==> src/rtl/disasm_trace_streamer_if.sv <==
// ============================================================================
// Module  : disasm_trace_streamer_if
// Brief   : Trace-entry input and character-stream output bundle.
// Revision: 1.0
// ============================================================================
`default_nettype none

interface disasm_trace_streamer_if;
  logic         trace_valid;
  logic [9:0]   trace_pc;
  logic [1:152] trace_text;
  logic         trace_ready;
  logic [7:0]   char_data;
  logic         char_valid;
  logic         char_ready;

  // Trace source and character sink together, facing the streamer.
  modport master (
    output trace_valid, trace_pc, trace_text, char_ready,
    input  trace_ready, char_data, char_valid
  );

  // The streamer itself.
  modport slave (
    input  trace_valid, trace_pc, trace_text, char_ready,
    output trace_ready, char_data, char_valid
  );
endinterface

`default_nettype wire

==> src/rtl/disasm_trace_streamer.sv <==
// ============================================================================
// Module  : disasm_trace_streamer
// Brief   : Buffers {pc, disassembly text} entries and streams each as an
//           ASCII line "PPP: text\r\n". Define TRACE_DROP_EN to drop entries
//           when full (counted on drop_count) instead of back-pressuring.
// Revision: 1.0
// ============================================================================
`default_nettype none

module disasm_trace_streamer #(
  parameter int FIFO_DEPTH = 4
) (
  input  wire logic         clk,
  input  wire logic         reset_n,
`ifdef TRACE_DROP_EN
  output      logic [15:0]  drop_count,
`endif
  disasm_trace_streamer_if.slave bus
);

  localparam int          AW          = $clog2(FIFO_DEPTH);
  localparam logic [AW:0] C_FULL      = (AW+1)'(FIFO_DEPTH);
  localparam logic [4:0]  C_LAST_BYTE = 5'd18;

  typedef enum logic [2:0] {IDLE, PC, SEP, TEXT, CR, LF} state_t;

  logic [9:0]   pc_mem_q   [FIFO_DEPTH];
  logic [1:152] text_mem_q [FIFO_DEPTH];
  logic [AW-1:0] wr_ptr_q, rd_ptr_q;
  logic [AW:0]   count_q, count_d;
  state_t        state_q, state_d;
  logic [4:0]    idx_q, idx_d;

  logic         w_full, w_push, w_pop, w_ready;
  logic [9:0]   w_head_pc;
  logic [1:152] w_head_text;
  logic [7:0]   w_text_bytes [19];
  logic [7:0]   w_text_byte;
  logic [3:0]   w_nib;
  logic [7:0]   w_char_data;
  logic         w_char_valid;

  assign w_full = (count_q == C_FULL);

`ifdef TRACE_DROP_EN
  logic [15:0] drop_count_q;
  logic        w_drop;

  // A pop on the same edge frees the slot, so a full-time offer still fits.
  assign w_ready = 1'b1;
  assign w_push  = bus.trace_valid && (!w_full || w_pop);
  assign w_drop  = bus.trace_valid && w_full && !w_pop;

  always_ff @(posedge clk or negedge reset_n) begin
    if (!reset_n) begin
      drop_count_q <= 16'h0000;
    end else if (w_drop && drop_count_q != 16'hFFFF) begin
      drop_count_q <= drop_count_q + 16'h0001;
    end
  end

  assign drop_count = drop_count_q;
`else
  assign w_ready = !w_full;
  assign w_push  = bus.trace_valid && !w_full;
`endif

  assign bus.trace_ready = w_ready;

  // Storage needs no reset: occupancy alone defines which slots are live.
  always_ff @(posedge clk) begin
    if (w_push) begin
      pc_mem_q[wr_ptr_q]   <= bus.trace_pc;
      text_mem_q[wr_ptr_q] <= bus.trace_text;
    end
  end

  always_comb begin
    count_d = count_q;
    case ({w_push, w_pop})
      2'b10:   count_d = count_q + (AW+1)'(1);
      2'b01:   count_d = count_q - (AW+1)'(1);
      default: count_d = count_q;
    endcase
  end

  always_ff @(posedge clk or negedge reset_n) begin
    if (!reset_n) begin
      wr_ptr_q <= '0;
      rd_ptr_q <= '0;
      count_q  <= '0;
      state_q  <= IDLE;
      idx_q    <= 5'd0;
    end else begin
      if (w_push) wr_ptr_q <= wr_ptr_q + AW'(1);
      if (w_pop)  rd_ptr_q <= rd_ptr_q + AW'(1);
      count_q <= count_d;
      state_q <= state_d;
      idx_q   <= idx_d;
    end
  end

  assign w_head_pc   = pc_mem_q[rd_ptr_q];
  assign w_head_text = text_mem_q[rd_ptr_q];

  always_comb begin
    for (int k = 0; k < 19; k++) begin
      w_text_bytes[k] = w_head_text[1 + 8*k +: 8];
    end
  end

  assign w_text_byte = w_text_bytes[idx_q];

  always_comb begin
    case (idx_q)
      5'd0:    w_nib = {2'b00, w_head_pc[9:8]};
      5'd1:    w_nib = w_head_pc[7:4];
      default: w_nib = w_head_pc[3:0];
    endcase
  end

  function automatic logic [7:0] hex_char(input logic [3:0] n);
    return (n < 4'd10) ? (8'h30 + {4'h0, n}) : (8'h37 + {4'h0, n});
  endfunction

  always_comb begin
    state_d      = state_q;
    idx_d        = idx_q;
    w_char_valid = 1'b0;
    w_char_data  = 8'h00;
    w_pop        = 1'b0;
    case (state_q)
      IDLE: begin
        if (count_q != '0) begin
          state_d = PC;
          idx_d   = 5'd0;
        end
      end
      PC: begin
        w_char_valid = 1'b1;
        w_char_data  = hex_char(w_nib);
        if (bus.char_ready) begin
          if (idx_q == 5'd2) begin
            state_d = SEP;
            idx_d   = 5'd0;
          end else begin
            idx_d = idx_q + 5'd1;
          end
        end
      end
      SEP: begin
        w_char_valid = 1'b1;
        w_char_data  = (idx_q == 5'd0) ? 8'h3A : 8'h20;
        if (bus.char_ready) begin
          if (idx_q == 5'd1) begin
            state_d = TEXT;
            idx_d   = 5'd0;
          end else begin
            idx_d = 5'd1;
          end
        end
      end
      TEXT: begin
        // Padding bytes cost one silent cycle; real characters wait for ready.
        w_char_data  = w_text_byte;
        w_char_valid = (w_text_byte != 8'h00);
        if (!w_char_valid || bus.char_ready) begin
          if (idx_q == C_LAST_BYTE) begin
            state_d = CR;
            idx_d   = 5'd0;
          end else begin
            idx_d = idx_q + 5'd1;
          end
        end
      end
      CR: begin
        w_char_valid = 1'b1;
        w_char_data  = 8'h0D;
        if (bus.char_ready) state_d = LF;
      end
      LF: begin
        w_char_valid = 1'b1;
        w_char_data  = 8'h0A;
        if (bus.char_ready) begin
          state_d = IDLE;
          w_pop   = 1'b1;
        end
      end
      default: state_d = IDLE;
    endcase
  end

  assign bus.char_valid = w_char_valid;
  assign bus.char_data  = w_char_data;

endmodule

`default_nettype wire

==> src/flat_wrapper.sv <==
// flat-port wrapper written by rule: the top's interface ports become plain ports
module disasm_trace_streamer_flat 
#(
  parameter int FIFO_DEPTH = 4
)
  (clk, reset_n, bus_trace_valid, bus_trace_pc, bus_trace_text, bus_char_ready, bus_trace_ready, bus_char_data, bus_char_valid);
  disasm_trace_streamer_if bus_i ();
  input  wire logic clk;
  input  wire logic reset_n;
  input wire logic [$bits(bus_i.trace_valid)-1:0] bus_trace_valid;
  input wire logic [$bits(bus_i.trace_pc)-1:0] bus_trace_pc;
  input wire logic [$bits(bus_i.trace_text)-1:0] bus_trace_text;
  input wire logic [$bits(bus_i.char_ready)-1:0] bus_char_ready;
  output wire logic [$bits(bus_i.trace_ready)-1:0] bus_trace_ready;
  output wire logic [$bits(bus_i.char_data)-1:0] bus_char_data;
  output wire logic [$bits(bus_i.char_valid)-1:0] bus_char_valid;
  assign bus_i.trace_valid = bus_trace_valid;
  assign bus_i.trace_pc = bus_trace_pc;
  assign bus_i.trace_text = bus_trace_text;
  assign bus_i.char_ready = bus_char_ready;
  assign bus_trace_ready = bus_i.trace_ready;
  assign bus_char_data = bus_i.char_data;
  assign bus_char_valid = bus_i.char_valid;
  disasm_trace_streamer #(.FIFO_DEPTH(FIFO_DEPTH)) u_core (.clk(clk), .reset_n(reset_n), .bus(bus_i));
endmodule
==> config.mk <==
export PLATFORM = sky130hd
export DESIGN_NAME = disasm_trace_streamer_flat
export DESIGN_NICKNAME = d
export VERILOG_FILES = /design/src/rtl/disasm_trace_streamer_if.sv /design/src/rtl/disasm_trace_streamer.sv /design/src/flat_wrapper.sv
export SDC_FILE = /design/constraint.sdc
export NUM_CORES = 1
export LEC_CHECK = 0
export ABC_AREA = 1
export ABC_CLOCK_PERIOD_IN_PS = 15900
export CAP_MARGIN = 20
export CORE_MARGIN = 5
export CORE_UTILIZATION = 55
export CTS_BUF_LIST = sky130_fd_sc_hd__clkbuf_8
export CTS_CLUSTER_DIAMETER = 30
export DETAILED_ROUTE_END_ITERATION = 16
export PLACE_DENSITY = 0.82
export SYNTH_ARGS = -nofsm -noshare
export SYNTH_HDL_FRONTEND = slang
export SYNTH_SLANG_ARGS = --single-unit
==> constraint.sdc <==
create_clock -name clk -period 15.9 [get_ports clk]
set_input_delay 4.77 -clock clk [delete_from_list [all_inputs] [get_ports clk]]
set_output_delay 4.77 -clock clk [all_outputs]
set_load 0.02 [all_outputs]
==> run_results.csv <==
group,metric,value,unit
clocking,clock_tree_from_tritoncts,"yes",
global_routing,grt_first_pass_wirelength,104,mm
place,dp.final_hpwl,38.9,mm
yosys,synthesis.area,27900,um2
global_routing,overflow,0,
clocking,clk_root_buffer_cell,"sky130_fd_sc_hd__clkbuf_8",
worst_hold_path,worstHoldPathType,"reg2reg",
floorplanning,floorplan_core_area,50200,um2
setup_path,cp_common_cell,"sky130_fd_sc_hd__nand2_1",
setup_path,critical_path.slowest_cell,"sky130_fd_sc_hd__dfrtp_4",
pwr,sw_frac_of_total,0.372,
clocking,clkSlewWorstSetupHoldPaths,60,ps
yosys,yosysTopAreaCellShare,0.698,
clocking,cts_resized,0,
global_routing,antenna_found_initial,10,
finish,area_growth_from_synthesis_to_layout,15.7,%
clocking,cts_max_path_buffers,3,
place,routabilityCongestion,0.920,
setup_path,critPathArrivalTime,5930,ps
worst_hold_path,hold_depth,2,
global_routing,met1_global_route_usage,0.302,
floorplanning,initial_utilization,0.556,
global_routing,groute.layer.met2.usage,0.389,
sta,worst_clock_skew,33.1,ps
sta,worst_hold_slack,522,ps
setup_path,class_of_the_most_critical_setup_path,"reg2out",
global_routing,globalRouteTotalUtil,0.238,
place,io_buffers,175,
pwr,cellPowerDensity,181,nW/um2
yosys,synth_area_leaders,"sky130_fd_sc_hd__edfxtp_1, sky130_fd_sc_hd__nand2_1, sky130_fd_sc_hd__nor2_1",
sta,hold_viol_final,0,
yosys,syn_avg_cell_area,11.2,um2
route,drt_iter0_markers,2337,
global_routing,fraction_of_met3_tracks_used_by_global_routing,0.0530,
pwr,internal_power,0.00367,W
pwr,switching_power,0.00218,W
sta,final_period_minus_worst_setup_slack,10700,ps
route,via_count,19323,
floorplanning,design.die.area,55300,um2
floorplanning,die_y_extent,235,um
finish,final_layout_size_suffix_gt1_frac,0.0710,
yosys,syn-num-nets,2656,
yosys,synth.lib_cells_used.distinct,39,
pwr,power.share.combinational,0.322,
global_routing,grt.busiest_layer,"met2",
route,drtAntennaViolNets,0,
run,cap_viol_max_count,0,
clocking,clock-sinks,663,
route,drt_pass1_iterations,6,
sta,fmax,0.0935,GHz
sta,totalNegativeSetupSlack,0,ps
clocking,post-cts-setup-buffers,0,
sta,setup-violations-final,0,
setup_path,critical_path_required,11130,ps
sta,min_period_over_period,0.673,
yosys,ys_ff_latch,663,
setup_path,ff2ff_path_depth,21,
route,drt_drc_violations_left,0,
pwr,vdd.ir_drop.worst,0.163,mV
route,via_per_inst,5.64,
global_routing,number_of_global_route_vias_before_repair,19212,
finish,finalCoreUtilization,0.643,
sta,slew_violations,0,
setup_path,setup.worst_path.start_class,"flop",
sta,rsz0062_at_grt,"false",
yosys,yosys_warnings,0,
floorplanning,die_w,235,um
finish,layout.nets,2832,
run_status,run_status,"finished clean",
setup_path,worstPathCellList,"buf_4 > buf_4 > nand2_1 > nand3_1 > nand2_1 > nand2_1 > nand2_1 > inv_1 > nand2_1 > nand2_1 > nand2_1 > inv_1 > nand2_1 > a21oi_1 > nand2_1 > nor2_1 > nand2_2 > a21oi_1 > o21ai_0 > clkdlybuf4s50_1",
floorplanning,boundaryPins,176,
global_routing,maximum_number_of_pins_on_one_net_before_global_route_repair,181,
clocking,cts_hold_buffers,0,
pwr,seq_power_share,0.417,
route,routed_wl,67.9,mm
floorplanning,num_rows,82,
route,wl_per_cell,19.8,um
yosys,post_synth_inst_count,2479,
setup_path,path_max_fanout,96,
clocking,cts-buffers-inserted,114,
setup_path,critical_path_s_largest_stage_delay,1130,ps
setup_path,cp-end-kind,"primary output",
clocking,insertion_delay,700,ps
pwr,power_leakage,12.3,nW
yosys,post-synth-top-area-cell,"sky130_fd_sc_hd__edfxtp_1",
pwr,pwr-share-clk,0.261,
sta,slew-limit-headroom,0.256,
yosys,synth-seq-area-share,0.711,
clocking,htreeDepth,3,
sta,worst_pin_slew,1120,ps
worst max-delay path, delay by kind of cell, from the launching register on:
kind | cells | cell delay [ps]
buf+inv | 5 | 2350
flops | 1 | 1130
simple gates | 12 | 1060
compound gates | 3 | 610
area by class of cell:
type | instances | area (um2)
clock buffers | 117 | 1610
inverters | 201 | 764
clock inverters | 89 | 682
flip-flops and latches | 663 | 19800
diodes | 8 | 20.0
multi-input cells | 1483 | 6560
well taps | 672 | 841
repair buffers | 192 | 1940
fillers | 3459 | 17900
layer usage:
metal / wire length (um) / part of all wire / vias to the layer above
li1: - / - / 8808
met3: 6360 / 0.094 / 190
met4: 3070 / 0.045 / 6
met1: 25500 / 0.38 / 9226
met2: 32900 / 0.49 / 1093
met5: 41 / 0.00060 / -
state kept, by name, indices dropped and copies added (netlist names):
register,count
u_core.idx_q,5
u_core.count_q,3
u_core.state_q,3
u_core.wr_ptr_q,2
u_core.rd_ptr_q,2
u_core.pc_mem_q,40
u_core.text_mem_q,608
worst paths after layout:
path	from	to	slack, ps
worst min register to register	u_core.count_q[1]$_DFFE_PN0P_	u_core.count_q[1]$_DFFE_PN0P_	520
worst max-delay path	u_core.rd_ptr_q[0]$_DFFE_PN0P_	bus_char_valid	5200
worst max register to register	u_core.rd_ptr_q[0]$_DFFE_PN0P_	u_core.idx_q[0]$_DFFE_PN0P_	11140
worst min-delay path	u_core.count_q[1]$_DFFE_PN0P_	u_core.count_q[1]$_DFFE_PN0P_	520
max in group asynchronous	reset_n	u_core.rd_ptr_q[0]$_DFFE_PN0P_	10740
min in group asynchronous	reset_n	u_core.state_q[2]$_DFFE_PN0P_	4550
cell usage after synthesis:
library cell and n:
sky130_fd_sc_hd__a211oi_1 1, sky130_fd_sc_hd__a21oi_1 48, sky130_fd_sc_hd__a221o_1 2, sky130_fd_sc_hd__a22oi_1 1
sky130_fd_sc_hd__a31oi_1 1, sky130_fd_sc_hd__a32o_1 1, sky130_fd_sc_hd__buf_1 8, sky130_fd_sc_hd__buf_2 58
sky130_fd_sc_hd__buf_4 13, sky130_fd_sc_hd__buf_6 20, sky130_fd_sc_hd__clkbuf_1 32, sky130_fd_sc_hd__clkbuf_2 1
sky130_fd_sc_hd__clkinv_1 4, sky130_fd_sc_hd__dfrtp_1 15, sky130_fd_sc_hd__edfxtp_1 648, sky130_fd_sc_hd__fa_1 1
sky130_fd_sc_hd__ha_1 10, sky130_fd_sc_hd__inv_1 194, sky130_fd_sc_hd__inv_2 2, sky130_fd_sc_hd__inv_4 1
sky130_fd_sc_hd__nand2_1 653, sky130_fd_sc_hd__nand2_2 1, sky130_fd_sc_hd__nand2_4 1, sky130_fd_sc_hd__nand3_1 215
sky130_fd_sc_hd__nand3_4 1, sky130_fd_sc_hd__nand4_1 1, sky130_fd_sc_hd__nor2_1 301, sky130_fd_sc_hd__nor3_1 1
sky130_fd_sc_hd__nor4_1 1, sky130_fd_sc_hd__o2111ai_1 1, sky130_fd_sc_hd__o211ai_1 29, sky130_fd_sc_hd__o21ai_0 149
sky130_fd_sc_hd__o21ai_1 30, sky130_fd_sc_hd__o21ai_2 1, sky130_fd_sc_hd__o221ai_1 6, sky130_fd_sc_hd__o22ai_1 14
sky130_fd_sc_hd__or2_0 5, sky130_fd_sc_hd__xnor2_1 3, sky130_fd_sc_hd__xor2_1 5
cells by family (layout without fill, tap and decap cells):
family,after synthesis,after routing,synth area share
other,0,8,0
and+or+nand+nor,1180,1180,0.170
buffers and inverters,333,599,0.0547
DFF,663,663,0.711
adders and majority gates,11,11,0.00521
xor gates and xnor gates,8,8,0.00251
AOI/OAI and AO/OA,284,284,0.0561
cell usage in the layout (no fill, tap or decap), types with 2 or more instances in the layout:
| cell type | netlist | final |
|---|---|---|
| sky130_fd_sc_hd__clkinv_4 | 0 | 5 |
| sky130_fd_sc_hd__clkinvlp_4 | 0 | 8 |
| sky130_fd_sc_hd__nor2_4 | 0 | 5 |
| sky130_fd_sc_hd__clkinv_2 | 0 | 19 |
| sky130_fd_sc_hd__buf_12 | 0 | 5 |
| sky130_fd_sc_hd__o21ai_0 | 149 | 149 |
| sky130_fd_sc_hd__xnor2_1 | 3 | 3 |
| sky130_fd_sc_hd__nand2_1 | 653 | 653 |
| sky130_fd_sc_hd__o22ai_1 | 14 | 14 |
| sky130_fd_sc_hd__a221o_1 | 2 | 2 |
| sky130_fd_sc_hd__xor2_1 | 5 | 5 |
| sky130_fd_sc_hd__nand3_1 | 215 | 215 |
| sky130_fd_sc_hd__a21oi_1 | 48 | 48 |
| sky130_fd_sc_hd__clkinv_1 | 4 | 26 |
| sky130_fd_sc_hd__o211ai_1 | 29 | 29 |
| sky130_fd_sc_hd__inv_6 | 0 | 2 |
| sky130_fd_sc_hd__o221ai_1 | 6 | 6 |
| sky130_fd_sc_hd__buf_4 | 13 | 12 |
| sky130_fd_sc_hd__ha_1 | 10 | 10 |
| sky130_fd_sc_hd__o21ai_1 | 30 | 30 |
| sky130_fd_sc_hd__clkdlybuf4s50_1 | 0 | 175 |
| sky130_fd_sc_hd__bufinv_16 | 0 | 9 |
| sky130_fd_sc_hd__inv_1 | 194 | 215 |
| sky130_fd_sc_hd__or2_0 | 5 | 5 |
| sky130_fd_sc_hd__edfxtp_1 | 648 | 648 |
| sky130_fd_sc_hd__clkbuf_8 | 0 | 117 |
| sky130_fd_sc_hd__dfrtp_1 | 15 | 12 |
| sky130_fd_sc_hd__diode_2 | 0 | 8 |
| sky130_fd_sc_hd__inv_8 | 0 | 4 |
| sky130_fd_sc_hd__dfrtp_4 | 0 | 2 |
| sky130_fd_sc_hd__nor2_1 | 301 | 296 |
through the flow:
stage               cells  setup WS, ps  cell area (um2)  total power (W)
floorplan            2479          3530            27900          0.00382
global placement     3210          6170            29900          0.00424
detailed placement   3211          6060            29900          0.00432
CTS                  3417          5250            32200          0.00584
global route         3423          4720            32300          0.00617
finish               3425          5200            32300          0.00585
power groups by stage:
stage	Combinational, W	Clock [W]	Sequential (W)
6_report	0.00188	0.00153	0.00244
3_5_place_dp	0.00185	0	0.00247
4_1_cts	0.00186	0.00154	0.00243
3_3_place_gp	0.00178	0	0.00245
5_1_grt	0.00208	0.00163	0.00246
2_1_floorplan	0.00134	0	0.00247
No activity file was read; power rests on OpenSTA's default activity.
